## config.mk

```make
export PLATFORM = sky130hd
export DESIGN_NAME = rvga_writeback
export DESIGN_NICKNAME = d
export VERILOG_FILES = /design/src/rtl/rvga_writeback.sv
export SDC_FILE = /design/constraint.sdc
export NUM_CORES = 1
export LEC_CHECK = 0
export CAP_MARGIN = 20
export CORE_AREA = 2 2 190 192
export CTS_CLUSTER_DIAMETER = 200
export DETAILED_ROUTE_END_ITERATION = 16
export DIE_AREA = 0 0 192 194
export SLEW_MARGIN = 25
export SYNTH_ARGS = -nofsm -noshare
export SYNTH_HDL_FRONTEND = slang
export SYNTH_SLANG_ARGS = --single-unit
```

## constraint.sdc

```tcl
create_clock -name clk_i -period 13.4 [get_ports clk_i]
set_input_delay 2.68 -clock clk_i [delete_from_list [all_inputs] [get_ports clk_i]]
set_output_delay 2.68 -clock clk_i [all_outputs]
set_load 0.01 [all_outputs]
```

## src/rtl/rvga_writeback.sv

```systemverilog
// rvga writeback stage: one-entry holding register, load extraction, RF write and commit strobe.
// Ports: mem_* handshake in, ld_* load response, rf_w_* RF write, debug_word_* commit, instret_o, proto_err_o.
module rvga_writeback #(
  parameter int data_width_p = 32,
  parameter int instret_width_p = 64,
  localparam int cword_width_lp = 4 + 3 + 5 + 5 * data_width_p
) (
  input  logic                       clk_i,
  input  logic                       reset_i,
  input  logic                       mem_v_i,
  output logic                       mem_ready_o,
  input  logic [cword_width_lp-1:0]  mem_cword_i,
  input  logic                       ld_v_i,
  input  logic [data_width_p-1:0]    ld_data_i,
  output logic                       rf_w_v_o,
  output logic [4:0]                 rf_w_addr_o,
  output logic [data_width_p-1:0]    rf_w_data_o,
  output logic                       debug_word_v_o,
  output logic [cword_width_lp-1:0]  debug_word_o,
  output logic [instret_width_p-1:0] instret_o,
  output logic                       proto_err_o
);

  typedef enum logic [3:0] {
    e_rvga_opcode_lui   = 4'd0,
    e_rvga_opcode_auipc = 4'd1,
    e_rvga_opcode_jal   = 4'd2,
    e_rvga_opcode_jalr  = 4'd3,
    e_rvga_opcode_br    = 4'd4,
    e_rvga_opcode_ld    = 4'd5,
    e_rvga_opcode_st    = 4'd6,
    e_rvga_opcode_imm   = 4'd7,
    e_rvga_opcode_reg   = 4'd8,
    e_rvga_opcode_fence = 4'd9,
    e_rvga_opcode_misc  = 4'd10
  } rvga_opcode_e;

  typedef struct packed {
    rvga_opcode_e            opcode;
    logic [2:0]              funct3;
    logic [4:0]              rd;
    logic [data_width_p-1:0] pc;
    logic [data_width_p-1:0] imm;
    logic [data_width_p-1:0] alu_result;
    logic [data_width_p-1:0] rd_data;
    logic [data_width_p-1:0] ld_result;
  } rvga_writeback_cword;

  typedef enum logic {
    e_empty,
    e_full
  } state_e;

  state_e                     r_state;
  state_e                     w_state_n;
  rvga_writeback_cword        r_cw;
  rvga_writeback_cword        w_dbg;
  logic [instret_width_p-1:0] r_instret;
  logic                       r_err;

  logic                    w_full;
  logic                    w_is_ld;
  logic                    w_commit;
  logic                    w_accept;
  logic [1:0]              w_a;
  logic [7:0]              w_byte;
  logic [15:0]             w_half;
  logic [data_width_p-1:0] w_ld_val;
  logic                    w_ld_bad;
  logic [data_width_p-1:0] w_rd_val;
  logic                    w_wr;
  logic                    w_spur;

  assign w_full   = (r_state == e_full);
  assign w_is_ld  = (r_cw.opcode == e_rvga_opcode_ld);
  assign w_commit = w_full && (!w_is_ld || ld_v_i);
  assign mem_ready_o = !w_full || w_commit;
  assign w_accept = mem_v_i && mem_ready_o;

  always_comb begin
    w_state_n = r_state;
    unique case (r_state)
      e_empty: if (w_accept) w_state_n = e_full;
      e_full:  if (w_commit && !w_accept) w_state_n = e_empty;
      default: w_state_n = e_empty;
    endcase
  end

  always_ff @(posedge clk_i or posedge reset_i) begin
    if (reset_i) begin
      r_state <= e_empty;
      r_cw    <= '0;
    end else begin
      r_state <= w_state_n;
      if (w_accept) begin
        r_cw           <= mem_cword_i;
        r_cw.rd_data   <= '0;
        r_cw.ld_result <= '0;
      end
    end
  end

  // Byte lane picked by the low address bits; halves by bit 1 only.
  assign w_a    = r_cw.alu_result[1:0];
  assign w_byte = ld_data_i[{w_a, 3'b000} +: 8];
  assign w_half = ld_data_i[{w_a[1], 4'b0000} +: 16];

  always_comb begin
    w_ld_val = '0;
    w_ld_bad = 1'b0;
    unique case (r_cw.funct3)
      3'b000: w_ld_val = {{(data_width_p-8){w_byte[7]}}, w_byte};
      3'b001: begin
        w_ld_val = {{(data_width_p-16){w_half[15]}}, w_half};
        w_ld_bad = w_a[0];
      end
      3'b010: begin
        w_ld_val = ld_data_i;
        w_ld_bad = (w_a != 2'b00);
      end
      3'b100: w_ld_val = {{(data_width_p-8){1'b0}}, w_byte};
      3'b101: begin
        w_ld_val = {{(data_width_p-16){1'b0}}, w_half};
        w_ld_bad = w_a[0];
      end
      default: w_ld_bad = 1'b1;
    endcase
  end

  always_comb begin
    w_rd_val = '0;
    w_wr     = 1'b0;
    unique case (r_cw.opcode)
      e_rvga_opcode_lui: begin
        w_rd_val = r_cw.imm;
        w_wr     = 1'b1;
      end
      e_rvga_opcode_auipc,
      e_rvga_opcode_imm,
      e_rvga_opcode_reg: begin
        w_rd_val = r_cw.alu_result;
        w_wr     = 1'b1;
      end
      e_rvga_opcode_jal,
      e_rvga_opcode_jalr: begin
        w_rd_val = r_cw.pc + data_width_p'(4);
        w_wr     = 1'b1;
      end
      e_rvga_opcode_ld: begin
        w_rd_val = w_ld_val;
        w_wr     = 1'b1;
      end
      default: begin
        w_rd_val = '0;
        w_wr     = 1'b0;
      end
    endcase
  end

  always_comb begin
    w_dbg           = r_cw;
    w_dbg.rd_data   = (w_wr && r_cw.rd != 5'd0) ? w_rd_val : '0;
    w_dbg.ld_result = w_is_ld ? w_ld_val : '0;
  end

  assign rf_w_v_o       = w_commit && w_wr && (r_cw.rd != 5'd0);
  assign rf_w_addr_o    = r_cw.rd;
  assign rf_w_data_o    = w_rd_val;
  assign debug_word_v_o = w_commit;
  assign debug_word_o   = w_dbg;

  // A response is only legal while a load sits in the stage.
  assign w_spur = ld_v_i && !(w_full && w_is_ld);

  always_ff @(posedge clk_i or posedge reset_i) begin
    if (reset_i) begin
      r_instret <= '0;
      r_err     <= 1'b0;
    end else begin
      if (w_commit) r_instret <= r_instret + 1'b1;
      if (w_spur || (w_commit && w_is_ld && w_ld_bad)) r_err <= 1'b1;
    end
  end

  assign instret_o   = r_instret;
  assign proto_err_o = r_err;

endmodule
```

==> flow_summary.yaml, run 1 <==
placement:
  dpl_cell_area_um2: 14000
  hpwl_mm: 31.5
  gp_congestion: 0.908
  portBuffers: 420
die:
  core_area_um2: 35200
  start_util: 0.263
  rows: 69
  die_height_um: 194
  ios: 485
  die_w_um: 192
  die_area_um2: 37200
clock_tree:
  postCtsSetupBuffers: 0
  clock_latency_ns: 0.45
  post_cts_resized: 0
  clk_pin_slew_ns: 0.07
  clock_sinks: 174
  ctsRootBufferMaster: "clkbuf_16"
  clockBufferDepth: 2
  h-tree-depth: 4
  hold_buffers: 0
  cts_buffers: 17
  cts_tree: "done"
cells_and_area:
  area_growth_syn_to_layout_pct: 57.7
  final_cell_area_um2: 14600
  finalNetCount: 1480
  drive_above_1_share: 0.132
routing:
  drc: 0
  dr.pass1.iters: 7
  ant_nets: 0
  routedWlPerCell_um: 23.2
  finalWirelength_mm: 40.6
  vias_per_cell: 5.08
  vias: 8872
  drtIter0Drc: 485
power:
  swShare: 0.315
  power.total_mw: 1.63
  p_leak_nw: 5.77
  power_density_nw_per_um2: 111
  p_switching_uw: 512
  clockPowerShare: 0.329
  pwr-share-comb: 0.281
  p_seq_frac: 0.390
  power.internal_mw: 1.11
  vdd_drop_max_mv: 0.0973
run:
  drv_cap: 0
logic_synthesis:
  ys_seq_area_frac: 0.470
  yosys-mux-area-fraction: 0.149
  synth_edf_count: 0
  synth_top_family_by_area: "simple AND/OR/NAND/NOR gates"
  ys_types: 58
  synth_fa_ha_area_frac: 0.00270
  yosysTopAreaCell: "dfrtp_1"
  yosys_warnings: 0
  synth_fp_nets: 1081
  ys_ff_latch: 174
  postSynthAreaPerCell_um2: 10.6
  ys_async_sr_fraction: 1.00
  ys.flop_type: "dfrtp_1"
  synth_compound_area_frac: 0.106
  syn_area_um2: 9270
  synth_top_area_frac: 0.470
  synthSimpleGateAreaFrac: 0.167
  synth.area.top_cells: "dfrtp_1 (47%), mux2_2 (14%), xnor2_1 (5.4%)"
  synth_cells: 871
  synth-xor-area-share: 0.0737
setup_path:
  slowest_stage: "a221oi_1"
  worst-r2r-setup-slack_ns: 10.15
  timing.rr.start: "debug_word_o[170]"
  startpoint_type: "input pin"
  cp.arrival_ns: 5.77
  cp_max_fo: 16
  reg2regPathDepth: 5
  crit_family: "compound AO/OA/AOI/OAI gates"
  r2r_end: "debug_word_o[159]"
  path_common_cell: "clkdlybuf4s50_1"
  worstPathCellList: "clkdlybuf4s50_1, mux2_2, nand3b_1, a31oi_1, a221oi_1, nand2_1, clkdlybuf4s50_1"
  end_kind: "primary output"
  worst_path_largest_cell_delay_ns: 0.85
  cp_data_required_time_ns: 10.72
  crit_buf_inv: 2
  worstSetupPathType: "in -> out"
timing:
  slew_headroom: 0.306
  rsz0062_at_grt: "false"
  fin_crit_ns: 8.45
  finClkSkew_ns: 0.0150
  hold_ws_ns: 0.474
  fmax_mhz: 118
  period_share: 0.631
  maxSlewViolCount: 0
  setup_violations: 0
  hold_viol: 0
  finalSetupTns_ns: 0
  worst_pin_slew_ns: 1.04
grt:
  globalRouteTotalUtil: 0.213
  grt_pass1_vias: 8647
  antenna_found_initial: 7
  grt_start_max_net_pins: 107
  overflow: 0
  grt_pass1_wl_mm: 58.0
min_path:
  min-delay-start: "proto_err_o"
  holdCritPathClass: "reg -> reg"
  hold_end: "proto_err_o"
  whs_path_depth: 1
status:
  status: "completed"
-- power by group through the flow --
stage	Clock (mW)	Combinational [mW]	Sequential [mW]
floorplan	0	0.172	0.641
global placement	0	0.457	0.641
detailed placement	0	0.460	0.643
CTS	0.554	0.462	0.633
global route	0.576	0.485	0.642
finish	0.535	0.457	0.634
-- stage by stage --
stage          setup slack, ns  cells   util
3_3_place_gp              5.04   1712  0.397
3_5_place_dp              5.04   1712  0.397
4_1_cts                   5.03   1743  0.415
5_1_grt                   4.93   1748  0.415
2_1_floorplan             6.00    871      -
6_report                  4.95   1748  0.415
-- synthesized netlist by cell type, drive strengths merged, types with 12 or more instances --
cell type	instances
dfrtp	174
mux2	112
nand2	83
xnor2	57
clkbuf	42
nand3	39
nand4	30
o21ai	24
a31oi	23
inv	21
xor2	21
nor2	19
and4	17
a221oi	16
and3	16
a21oi	15
nor3	13
mux2i	12
nor2b	12
-- metal layers --
| layer | wire [um] | global-route usage |
|---|---|---|
| met1 | 15700 | 0.249 |
| met2 | 19700 | 0.355 |
| met3 | 3510 | 0.0601 |
| met4 | 1640 | 0.106 |
| met5 | 13 | 0 |
-- logic make-up (layout without fill, tap and decap cells) --
logic type      Yosys count  after routing
buf+inv                  74            485
xor+xnor                 78             78
other cells               0              5
fa+ha+maj                 2              2
flops                   174            174
mux                     124            124
compound gates          138            138
simple gates            281            281
-- final cells by class --
class | count | area, um2
repair buffers | 433 | 4300
fillers | 3442 | 20600
diodes | 5 | 12.5
clock buffers | 18 | 429
multi-input cells | 623 | 4680
clock inverters | 13 | 181
well taps | 461 | 577
flip-flops and latches | 174 | 4350
inverters | 21 | 86.3
-- flip-flops by register name (all words and copies together) (netlist names) --
| register | flops |
|---|---|
| instret_o | 64 |
| debug_word_o | 103 |
| r_state | 1 |
| rf_w_addr_o | 5 |
| proto_err_o | 1 |
-- placed cells by master, fill, tap and decap left out, types with 5 or more instances in the layout --
cell,count
dfrtp_1,174
diode_2,5
clkdlybuf4s50_1,420
nand2_1,82
a21oi_1,15
xor2_1,21
a221oi_1,16
nor3b_1,5
nor2_1,19
xnor2_1,57
clkbuf_16,17
buf_4,13
nor3_1,13
o211ai_1,10
mux2_2,112
a222oi_1,7
and4_1,17
nand2b_1,5
a21o_1,8
nor2b_1,12
a22oi_1,11
inv_1,20
and2_1,7
a31oi_1,23
nand3_1,39
or4_1,7
nand4_1,29
mux2i_1,12
o21ai_0,23
nor4_1,8
and3_1,16
-- worst max path at each step --
stage,start,end,slack (ns),cells after the start
final,ld_data_i[31],rf_w_data_o[21],4.95,7
after global routing,ld_data_i[31],debug_word_o[55],4.93,7
after CTS,ld_data_i[31],debug_word_o[55],5.03,7
after detailed placement,ld_data_i[31],debug_word_o[55],5.04,7
after global placement,ld_data_i[31],rf_w_data_o[21],5.04,7
after floorplan,reset_i,debug_word_o[100],6.00,1
Power figures use the tool's default switching activity.
==> run 2, diff against run 1 <==
- CORE_AREA: 2 2 190 192 -> 2 2 191 193
- DIE_AREA: 0 0 192 194 -> 0 0 193 195
- clock period: 13.4 -> 8 ns (I/O delays scaled with it)
==> run 2 against run 1 <==
  * Largest cell class unchanged
  * Utilization decreased by 0.26 points
  * Register-to-register slack worse by 5.5 ns
  * Hold slack lost 0.011 ns
==> flow_summary.yaml, run 2 (synthesized netlist as in run 1, its figures left out) <==
status:
  status: "completed"
grt:
  top_usage_layer: "met2"
  grt_start_max_net_pins: 98
  overflow: 0
  grt.met1_usage: 0.259
  grt_pass1_wl_mm: 59.3
  globalRouteTotalUtil: 0.215
  use_met3: 0.0629
  antenna_found_initial: 4
  grt_use_met2: 0.350
  grt_pass1_vias: 8839
cells_and_area:
  layout_commonest_cell: "clkdlybuf4s50_1"
  drive_above_1_share: 0.133
  final_cell_area_um2: 14600
  mostFrequentLayoutCells: "clkdlybuf4s50_1 (420), dfrtp_1 (174), mux2_2 (112)"
  finalNetCount: 1480
  final_util: 0.413
  area_growth_syn_to_layout_pct: 57.5
  largest_reg_flops: 103
placement:
  pre_cts_slack_ns: 1.61
  dpl_cell_area_um2: 14000
  hpwl_mm: 32.0
  gp_congestion: 0.956
  portBuffers: 420
power:
  clockPowerShare: 0.321
  p_seq_frac: 0.395
  power.internal_mw: 1.81
  swShare: 0.327
  pwr-share-comb: 0.285
  p_switching_uw: 881
  power_density_nw_per_um2: 184
  vdd_drop_max_mv: 0.148
  p_leak_nw: 5.78
routing:
  routedWlPerCell_um: 23.5
  drc: 0
  ant_nets: 0
  finalWirelength_mm: 41.0
  dr.pass1.iters: 7
  drtIter0Drc: 736
  vias_per_cell: 5.07
  vias: 8857
setup_path:
  timing.rr.start: "debug_word_o[169]"
  cp_data_required_time_ns: 6.40
  cp.arrival_ns: 4.87
  worstSetupPathType: "in -> out"
  critPathLaunch: "ld_data_i[31]"
  cp_max_fo: 16
  startpoint_type: "input pin"
  end_kind: "primary output"
die:
  die_height_um: 195
  die_area_um2: 37600
  die_w_um: 193
  rows: 69
  core_area_um2: 35400
  start_util: 0.262
  ios: 485
clock_tree:
  cts_buffers: 17
  ctsRootBufferMaster: "clkbuf_16"
  postCtsSetupBuffers: 0
  clock_latency_ns: 0.46
  post_cts_resized: 0
  clk_pin_slew_ns: 0.07
  hold_buffers: 0
  clock_sinks: 174
  cts_tree: "done"
  h-tree-depth: 4
  clockBufferDepth: 2
timing:
  rsz0062_at_grt: "false"
  maxSlewViolCount: 0
  slew_headroom: 0.327
  setup_violations: 0
  finalSetupTns_ns: 0
  worst_pin_slew_ns: 1.01
  period_share: 0.809
  finClkSkew_ns: 0.0166
  fmax_mhz: 155
  hold_viol: 0
  fin_crit_ns: 6.47
  worst_slack_ns: 1.53
  hold_ws_ns: 0.464
min_path:
  min-delay-start: "proto_err_o"
  holdCritPathClass: "reg -> reg"
run:
  drv_cap: 0
run 2: cell types whose count changed in the layout (fill, tap and decap cells not counted), moves of 2 or more:
cell | previous run | this run
bufinv_16 | 3 | 1
clkinv_4 | 4 | 2
diode_2 | 5 | 3
inv_6 | 3 | 5
inv_8 | 3 | 5
run 2: metal layers:
metal | vias up | part of all wire
met1 | 4338 | 0.39
met4 | 2 | 0.040
met3 | 60 | 0.091
met5 | - | 0.00029
met2 | 427 | 0.48
li1 | 4030 | -
run 2: worst paths after layout:
path / end / slack (ns) / depth (start not counted)
setup / recovery: debug_word_o[62] / 1.53 / 8
max in group asynchronous: debug_word_o[77] / 5.10 / 3
setup reg to reg: debug_word_o[149] / 4.68 / 5
hold reg to reg: proto_err_o / 0.46 / 1
hold / removal: proto_err_o / 0.46 / 1
min in group asynchronous: debug_word_o[96] / 1.59 / 2
run 2: power by group through the flow:
| stage | Combinational, mW | Clock (mW) | Sequential, mW |
|---|---|---|---|
| 2_1_floorplan | 0.289 | 0 | 1.07 |
| 3_3_place_gp | 0.769 | 0 | 1.07 |
| 3_5_place_dp | 0.771 | 0 | 1.08 |
| 4_1_cts | 0.775 | 0.892 | 1.06 |
| 5_1_grt | 0.813 | 0.933 | 1.08 |
| 6_report | 0.766 | 0.864 | 1.06 |
run 2: final cells by class:
class	instances	area [um2]
clock inverters	15	165
inverters	21	86.3
fillers	3515	20800
flip-flops and latches	174	4350
clock buffers	17	425
well taps	461	577
repair buffers	433	4310
multi-input cells	623	4680
diodes	3	7.51
run 2: metrics by stage:
stage	power, mW	instances
after floorplan	1.36	871
after global placement	1.84	1712
after detailed placement	1.85	1712
after CTS	2.73	1744
after global routing	2.82	1747
final	2.69	1747
run 2: worst max-delay path, cell delays in order:
cell and delay (ns):
clkdlybuf4s50_1 0.49, mux2_2 0.33, a22oi_1 0.63, buf_4 0.33, a31oi_1 0.15, a221oi_1 0.55
a31oi_1 0.24, clkdlybuf4s50_1 0.54
